[config.mk]
export PLATFORM = sky130hd
export DESIGN_NAME = alu_flat
export DESIGN_NICKNAME = d
export VERILOG_FILES = /design/src/rtl/alu_pkg.sv /design/src/rtl/alu_if.sv /design/src/rtl/alu_core.sv /design/src/rtl/alu.sv /design/src/flat_wrapper.sv
export SDC_FILE = /design/constraint.sdc
export NUM_CORES = 1
export LEC_CHECK = 0
export BUFFER_PORTS_ARGS = -buffer_cell sky130_fd_sc_hd__buf_2
export CORE_MARGIN = 1
export CORE_UTILIZATION = 50
export CTS_CLUSTER_SIZE = 30
export DETAILED_ROUTE_END_ITERATION = 8
export GPL_TIMING_DRIVEN = 0
export PLACE_DENSITY = 0.78
export SLEW_MARGIN = 10
export SYNTH_ARGS = -nofsm -noshare
export SYNTH_HDL_FRONTEND = slang
export SYNTH_HIERARCHICAL = 1
export SYNTH_SLANG_ARGS = --single-unit
[constraint.sdc]
create_clock -name clk -period 0.9 [get_ports clk]
set_input_delay 0.09 -clock clk [delete_from_list [all_inputs] [get_ports clk]]
set_output_delay 0.09 -clock clk [all_outputs]
set_load 0.005 [all_outputs]
[src/rtl/alu_pkg.sv]
// -----------------------------------------------------------------------------
// alu_pkg -- shared definitions for the ALU slice.
//   * DATA_W_DEF     : default operand/result width
//   * OP_W           : opcode field width
//   * op_e           : opcode enumeration (ADD=00, SUB=01, AND=10, OR=11)
//   * *_LSB_DEF      : inst field bit positions at the default width
//   * opc_lsb/a_lsb/b_lsb : field positions for an arbitrary width
// -----------------------------------------------------------------------------
package alu_pkg;

    localparam int DATA_W_DEF = 4;
    localparam int OP_W       = 2;

    typedef enum logic [OP_W-1:0] {
        OP_ADD = 2'b00,
        OP_SUB = 2'b01,
        OP_AND = 2'b10,
        OP_OR  = 2'b11
    } op_e;

    // inst layout: {opcode, A, B}, B in the least significant bits.
    function automatic int opc_lsb(input int w);
        return 2 * w;
    endfunction

    function automatic int a_lsb(input int w);
        return w;
    endfunction

    function automatic int b_lsb(input int w);
        return 0 * w;
    endfunction

    localparam int OPC_LSB_DEF = 2 * DATA_W_DEF;  // inst[9:8] at default width
    localparam int A_LSB_DEF   = DATA_W_DEF;      // inst[7:4]
    localparam int B_LSB_DEF   = 0;               // inst[3:0]

endpackage

[src/rtl/alu_if.sv]
// -----------------------------------------------------------------------------
// alu_if -- instruction/result bus of the ALU.
//   in_valid  : instruction qualifier, sampled on the rising clock edge
//   inst      : {opcode, A, B}, width 2+2*DATA_W
//   ALU_Out   : registered result
//   out_valid : one-cycle pulse per accepted instruction
//   carry/zero/ovf : registered flags
// Handshake: valid-only. The ALU accepts every edge with in_valid=1 (there is
// no ready/backpressure); each accepted instruction yields exactly one
// out_valid pulse one cycle later.
// Modports: master = instruction source / result sink, slave = the ALU.
// -----------------------------------------------------------------------------
interface alu_if #(
    parameter int DATA_W = alu_pkg::DATA_W_DEF
);
    logic                  in_valid;
    logic [2*DATA_W+1:0]   inst;
    logic [DATA_W-1:0]     ALU_Out;
    logic                  out_valid;
    logic                  carry;
    logic                  zero;
    logic                  ovf;

    modport master (
        output in_valid, inst,
        input  ALU_Out, out_valid, carry, zero, ovf
    );

    modport slave (
        input  in_valid, inst,
        output ALU_Out, out_valid, carry, zero, ovf
    );
endinterface

[src/rtl/alu_core.sv]
// -----------------------------------------------------------------------------
// alu_core -- purely combinational datapath.
//   op_i       : opcode (alu_pkg::op_e)
//   a_i, b_i   : operands, DATA_W bits
//   result_o   : result modulo 2^DATA_W
//   carry_o    : carry (ADD) / borrow (SUB), 0 for logic ops
//   zero_o     : result is all zeros
//   ovf_o      : signed overflow (ADD/SUB), 0 for logic ops
// -----------------------------------------------------------------------------
module alu_core
    import alu_pkg::*;
#(
    parameter int DATA_W = DATA_W_DEF
) (
    input  op_e               op_i,
    input  logic [DATA_W-1:0] a_i,
    input  logic [DATA_W-1:0] b_i,
    output logic [DATA_W-1:0] result_o,
    output logic              carry_o,
    output logic              zero_o,
    output logic              ovf_o
);
    localparam int MSB = DATA_W - 1;

    // One extra bit: for ADD it is the carry out, for SUB it is set exactly
    // when the unsigned subtraction borrows (A < B).
    logic [DATA_W:0] sum_w;
    logic [DATA_W:0] diff_w;

    assign sum_w  = {1'b0, a_i} + {1'b0, b_i};
    assign diff_w = {1'b0, a_i} - {1'b0, b_i};

    always_comb begin
        result_o = '0;
        carry_o  = 1'b0;
        ovf_o    = 1'b0;
        unique case (op_i)
            OP_ADD: begin
                result_o = sum_w[DATA_W-1:0];
                carry_o  = sum_w[DATA_W];
                ovf_o    = (a_i[MSB] == b_i[MSB]) && (sum_w[MSB] != a_i[MSB]);
            end
            OP_SUB: begin
                result_o = diff_w[DATA_W-1:0];
                carry_o  = diff_w[DATA_W];
                ovf_o    = (a_i[MSB] != b_i[MSB]) && (diff_w[MSB] != a_i[MSB]);
            end
            OP_AND: result_o = a_i & b_i;
            OP_OR:  result_o = a_i | b_i;
            default: result_o = '0;
        endcase
    end

    assign zero_o = (result_o == '0);

endmodule

[src/rtl/alu.sv]
// -----------------------------------------------------------------------------
// alu -- one-cycle registered ALU.
//   clk    : clock, rising edge
//   rst_n  : asynchronous active-low reset
//   bus    : alu_if.slave (in_valid, inst in; ALU_Out, out_valid, flags out)
// Instruction accepted at edge N appears on ALU_Out/flags with out_valid=1
// after edge N. Idle edges hold ALU_Out and flags and drop out_valid.
// Build option: define ALU_FLAGS_EN to enable carry/zero/ovf; otherwise those
// outputs are tied to 0. All outputs come straight from registers.
// -----------------------------------------------------------------------------
module alu
    import alu_pkg::*;
#(
    parameter int DATA_W = DATA_W_DEF
) (
    input  logic  clk,
    input  logic  rst_n,
    alu_if.slave  bus
);
    localparam int OPC_LSB = opc_lsb(DATA_W);
    localparam int A_LSB   = a_lsb(DATA_W);
    localparam int B_LSB   = b_lsb(DATA_W);

    // Input decode
    op_e               op_w;
    logic [DATA_W-1:0] a_w;
    logic [DATA_W-1:0] b_w;

    assign op_w = op_e'(bus.inst[OPC_LSB +: OP_W]);
    assign a_w  = bus.inst[A_LSB +: DATA_W];
    assign b_w  = bus.inst[B_LSB +: DATA_W];

    logic [DATA_W-1:0] core_result;
    logic              core_carry;
    logic              core_zero;
    logic              core_ovf;

    alu_core #(
        .DATA_W (DATA_W)
    ) u_core (
        .op_i     (op_w),
        .a_i      (a_w),
        .b_i      (b_w),
        .result_o (core_result),
        .carry_o  (core_carry),
        .zero_o   (core_zero),
        .ovf_o    (core_ovf)
    );

    // Result register and valid pipeline
    logic [DATA_W-1:0] alu_out_q, alu_out_d;
    logic              out_valid_q, out_valid_d;

    always_comb begin
        alu_out_d   = bus.in_valid ? core_result : alu_out_q;
        out_valid_d = bus.in_valid;
    end

    // Asynchronous reset also clears out_valid, so a result accepted just
    // before reset never produces a pulse.
    always_ff @(posedge clk or negedge rst_n) begin
        if (!rst_n) begin
            alu_out_q   <= '0;
            out_valid_q <= 1'b0;
        end else begin
            alu_out_q   <= alu_out_d;
            out_valid_q <= out_valid_d;
        end
    end

    assign bus.ALU_Out   = alu_out_q;
    assign bus.out_valid = out_valid_q;

`ifdef ALU_FLAGS_EN
    logic carry_q, carry_d;
    logic zero_q,  zero_d;
    logic ovf_q,   ovf_d;

    always_comb begin
        carry_d = bus.in_valid ? core_carry : carry_q;
        zero_d  = bus.in_valid ? core_zero  : zero_q;
        ovf_d   = bus.in_valid ? core_ovf   : ovf_q;
    end

    // zero resets to 1 to stay consistent with ALU_Out resetting to 0.
    always_ff @(posedge clk or negedge rst_n) begin
        if (!rst_n) begin
            carry_q <= 1'b0;
            zero_q  <= 1'b1;
            ovf_q   <= 1'b0;
        end else begin
            carry_q <= carry_d;
            zero_q  <= zero_d;
            ovf_q   <= ovf_d;
        end
    end

    assign bus.carry = carry_q;
    assign bus.zero  = zero_q;
    assign bus.ovf   = ovf_q;
`else
    // Flags disabled: the core's raw flags are intentionally left unused.
    logic unused_flags;
    assign unused_flags = ^{core_carry, core_zero, core_ovf};

    assign bus.carry = 1'b0;
    assign bus.zero  = 1'b0;
    assign bus.ovf   = 1'b0;
`endif

endmodule

[src/flat_wrapper.sv]
// flat-port wrapper written by rule: the top's interface ports become plain ports
module alu_flat import alu_pkg::*;
#(
    parameter int DATA_W = DATA_W_DEF
)
  (clk, rst_n, bus_in_valid, bus_inst, bus_ALU_Out, bus_out_valid, bus_carry, bus_zero, bus_ovf);
  alu_if #(.DATA_W(DATA_W)) bus_i ();
  input  logic clk;
  input  logic rst_n;
  input wire logic [$bits(bus_i.in_valid)-1:0] bus_in_valid;
  input wire logic [$bits(bus_i.inst)-1:0] bus_inst;
  output wire logic [$bits(bus_i.ALU_Out)-1:0] bus_ALU_Out;
  output wire logic [$bits(bus_i.out_valid)-1:0] bus_out_valid;
  output wire logic [$bits(bus_i.carry)-1:0] bus_carry;
  output wire logic [$bits(bus_i.zero)-1:0] bus_zero;
  output wire logic [$bits(bus_i.ovf)-1:0] bus_ovf;
  assign bus_i.in_valid = bus_in_valid;
  assign bus_i.inst = bus_inst;
  assign bus_ALU_Out = bus_i.ALU_Out;
  assign bus_out_valid = bus_i.out_valid;
  assign bus_carry = bus_i.carry;
  assign bus_zero = bus_i.zero;
  assign bus_ovf = bus_i.ovf;
  alu #(.DATA_W(DATA_W)) u_core (.clk(clk), .rst_n(rst_n), .bus(bus_i));
endmodule
==> reports/metrics.yaml <==
dr_total_vias: 514
grt_pass1_vias: 491
wl_met3_um: 72
skew_ns: 0
std_cell_rows: 11
hold_ws_ns: 0.05874
rr_worst_depth: 1
grt-ovfl-total: 0
slowest_delay_ns: 0.31
die_h_um: 36.04
ir_drop_v: 0.0006434
syn_inst: 62
period_minus_slack_ns: 1.454
cp_max_fo: 2
drive_above_1_share_pct: 55.68
hold_viol_final: 0
power.density_mw_per_mm2: 1068
crit_chain: "buf_12 -> ha_4 -> fa_2 -> or2_1 -> and3_1 -> o31a_1 -> mux2_4"
yosysWarnings: 6
h-tree-depth: 1
worst_slack_ns: -0.5540
top_layer: "met3"
cp.buffers_inverters: 1
crit_type: "in -> reg"
timing.rr.start: "u_core/bus.ALU_Out[1]$_DFFE_PN0P_"
drt-initial-drc-count: 9
avgRoutedWirePerCell_um: 13.91
area_growth_pct: 53.13
dpl.hpwl_um: 891.9
startpoint: "bus_inst[4]"
syn_area_sq_um: 579.3
drv_slew: 0
grt_max_degree: 8
diodes: 0
clk_latency_ns: 0.24
setup.worst_path.start_class: "primary input"
status: "finished, violations left"
power_leakage_nw: 0.4457
postSynthAreaPerCell_sq_um: 9.344
final_cell_count_no_fill: 101
final_antenna_net_count: 0
crit_arrival_ns: 1.58
num_io_pins: 21
first_pass_iters: 4
hold_class: "in -> reg"
clk_pin_slew_ns: 0.05
die_w_um: 36.04
fmax_mhz: 687.8
final_nets: 115
worstSetupEndpointType: "register"
maxCapViolations: 0
wl_met2_um: 809
clockBufferDepth: 2
slowest_stage: "fa_2"
portBuffers: 16
clock_tree.root_cell: "clkbuf_4"
antenna_found_initial: 0
wl_met1_um: 522
min_period_over_period_pct: 161.6
grt_pass1_wl_um: 2076
cts_tree: "done"
routed_wirelength_um: 1405
crit_cells: 7
place.gp.congestion: 0.7929
track_usage_pct: 22.99
r2r_setup_slack_ns: 0.12
cts_sinks: 5
dieArea_sq_mm: 0.001299
vias_per_cell: 5.089
core_sq_mm: 0.001005
cts_made_buffers: 3
timing.rr.end: "u_core/bus.ALU_Out[1]$_DFFE_PN0P_"
setup_viol: 3
dp_cells: 93
endpoint: "u_core/bus.ALU_Out[2]$_DFFE_PN0P_"
critical-path-top-delay-family: "adder cells"
start_util_pct: 57.66
violations: "setup timing"
rsz0062_at_grt: "yes"
route.detailed.drc: 0
cp_data_required_time_ns: 1.02
[area by class of cell]
type | count | area, sq um
clock buffers | 4 | 26.28
inverters | 12 | 70.07
well taps | 13 | 16.27
plain buffers | 5 | 32.53
repair buffers | 20 | 138.9
multi-input cells | 42 | 478.0
fillers | 53 | 117.6
flip-flops and latches | 5 | 125.1
[state kept, by name (all words and copies together), names as in the netlist]
signal and count:
u_core/bus.ALU_Out 4, u_core/bus.out_valid 1
[stage by stage]
step | cell area, sq um | TNS, ns | setup WS (ns) | total power, mW | utilization, %
global placement | 765.7 | -2.628 | -0.8553 | 0.5888 | 76.21
detailed placement | 765.7 | -2.744 | -0.8861 | 0.6091 | 76.21
global route | 887.1 | -1.619 | -0.5498 | 1.037 | 88.29
floorplan | 669.4 | -1.578 | -0.6056 | 0.4805 | -
CTS | 852.1 | -1.586 | -0.5633 | 0.9171 | 84.81
finish | 887.1 | -1.586 | -0.5540 | 0.9473 | 88.29
[report_power, final]
| part | switching (mW) | leakage (nW) | total (mW) | internal, mW |
|---|---|---|---|---|
| Combinational | 0.182 | 0.373 | 0.396 | 0.214 |
| Sequential | 0.0185 | 0.0581 | 0.279 | 0.260 |
| Clock | 0.104 | 0.0150 | 0.272 | 0.168 |
[how the worst min path moves through the flow]
| stage | start | endpoint | cells past startpoint |
|---|---|---|---|
| floorplan | rst_n | u_core/bus.ALU_Out[0]$_DFFE_PN0P_ | 0 |
| finish | bus_in_valid | u_core/bus.out_valid$_DFF_PN0_ | 1 |
| global placement | rst_n | u_core/bus.ALU_Out[0]$_DFFE_PN0P_ | 1 |
| detailed placement | rst_n | u_core/bus.ALU_Out[0]$_DFFE_PN0P_ | 1 |
| CTS | bus_in_valid | u_core/bus.out_valid$_DFF_PN0_ | 1 |
| global route | bus_in_valid | u_core/bus.out_valid$_DFF_PN0_ | 1 |
[repair_timing]
action / CTS / global route
setup buffers: 3 / 0
hold buffers: 1 / 0
gates resized for setup: 9 / 8
setup endpoints to repair: 3 / 4
pin swaps: 5 / 9
hold endpoints to repair: 5 / 0
[cells in the final DEF (no fill, tap or decap), drive strengths merged, types with 2 or more instances in the layout]
cell type / n
nand2: 2
buf: 23
dfrtp: 5
ha: 11
o21ai: 2
clkbuf: 5
inv: 12
fa: 2
mux2: 4
conb: 3
a21oi: 4
nor2: 2
[routing by layer]
| metal | track usage, % | vias up |
|---|---|---|
| met3 | 6.250 | 0 |
| met2 | 44.09 | 22 |
| met1 | 24.11 | 243 |
| met4 | 5.769 | 0 |
| li1 | - | 249 |
| met5 | 0 | - |
Power figures use the tool's default switching activity.
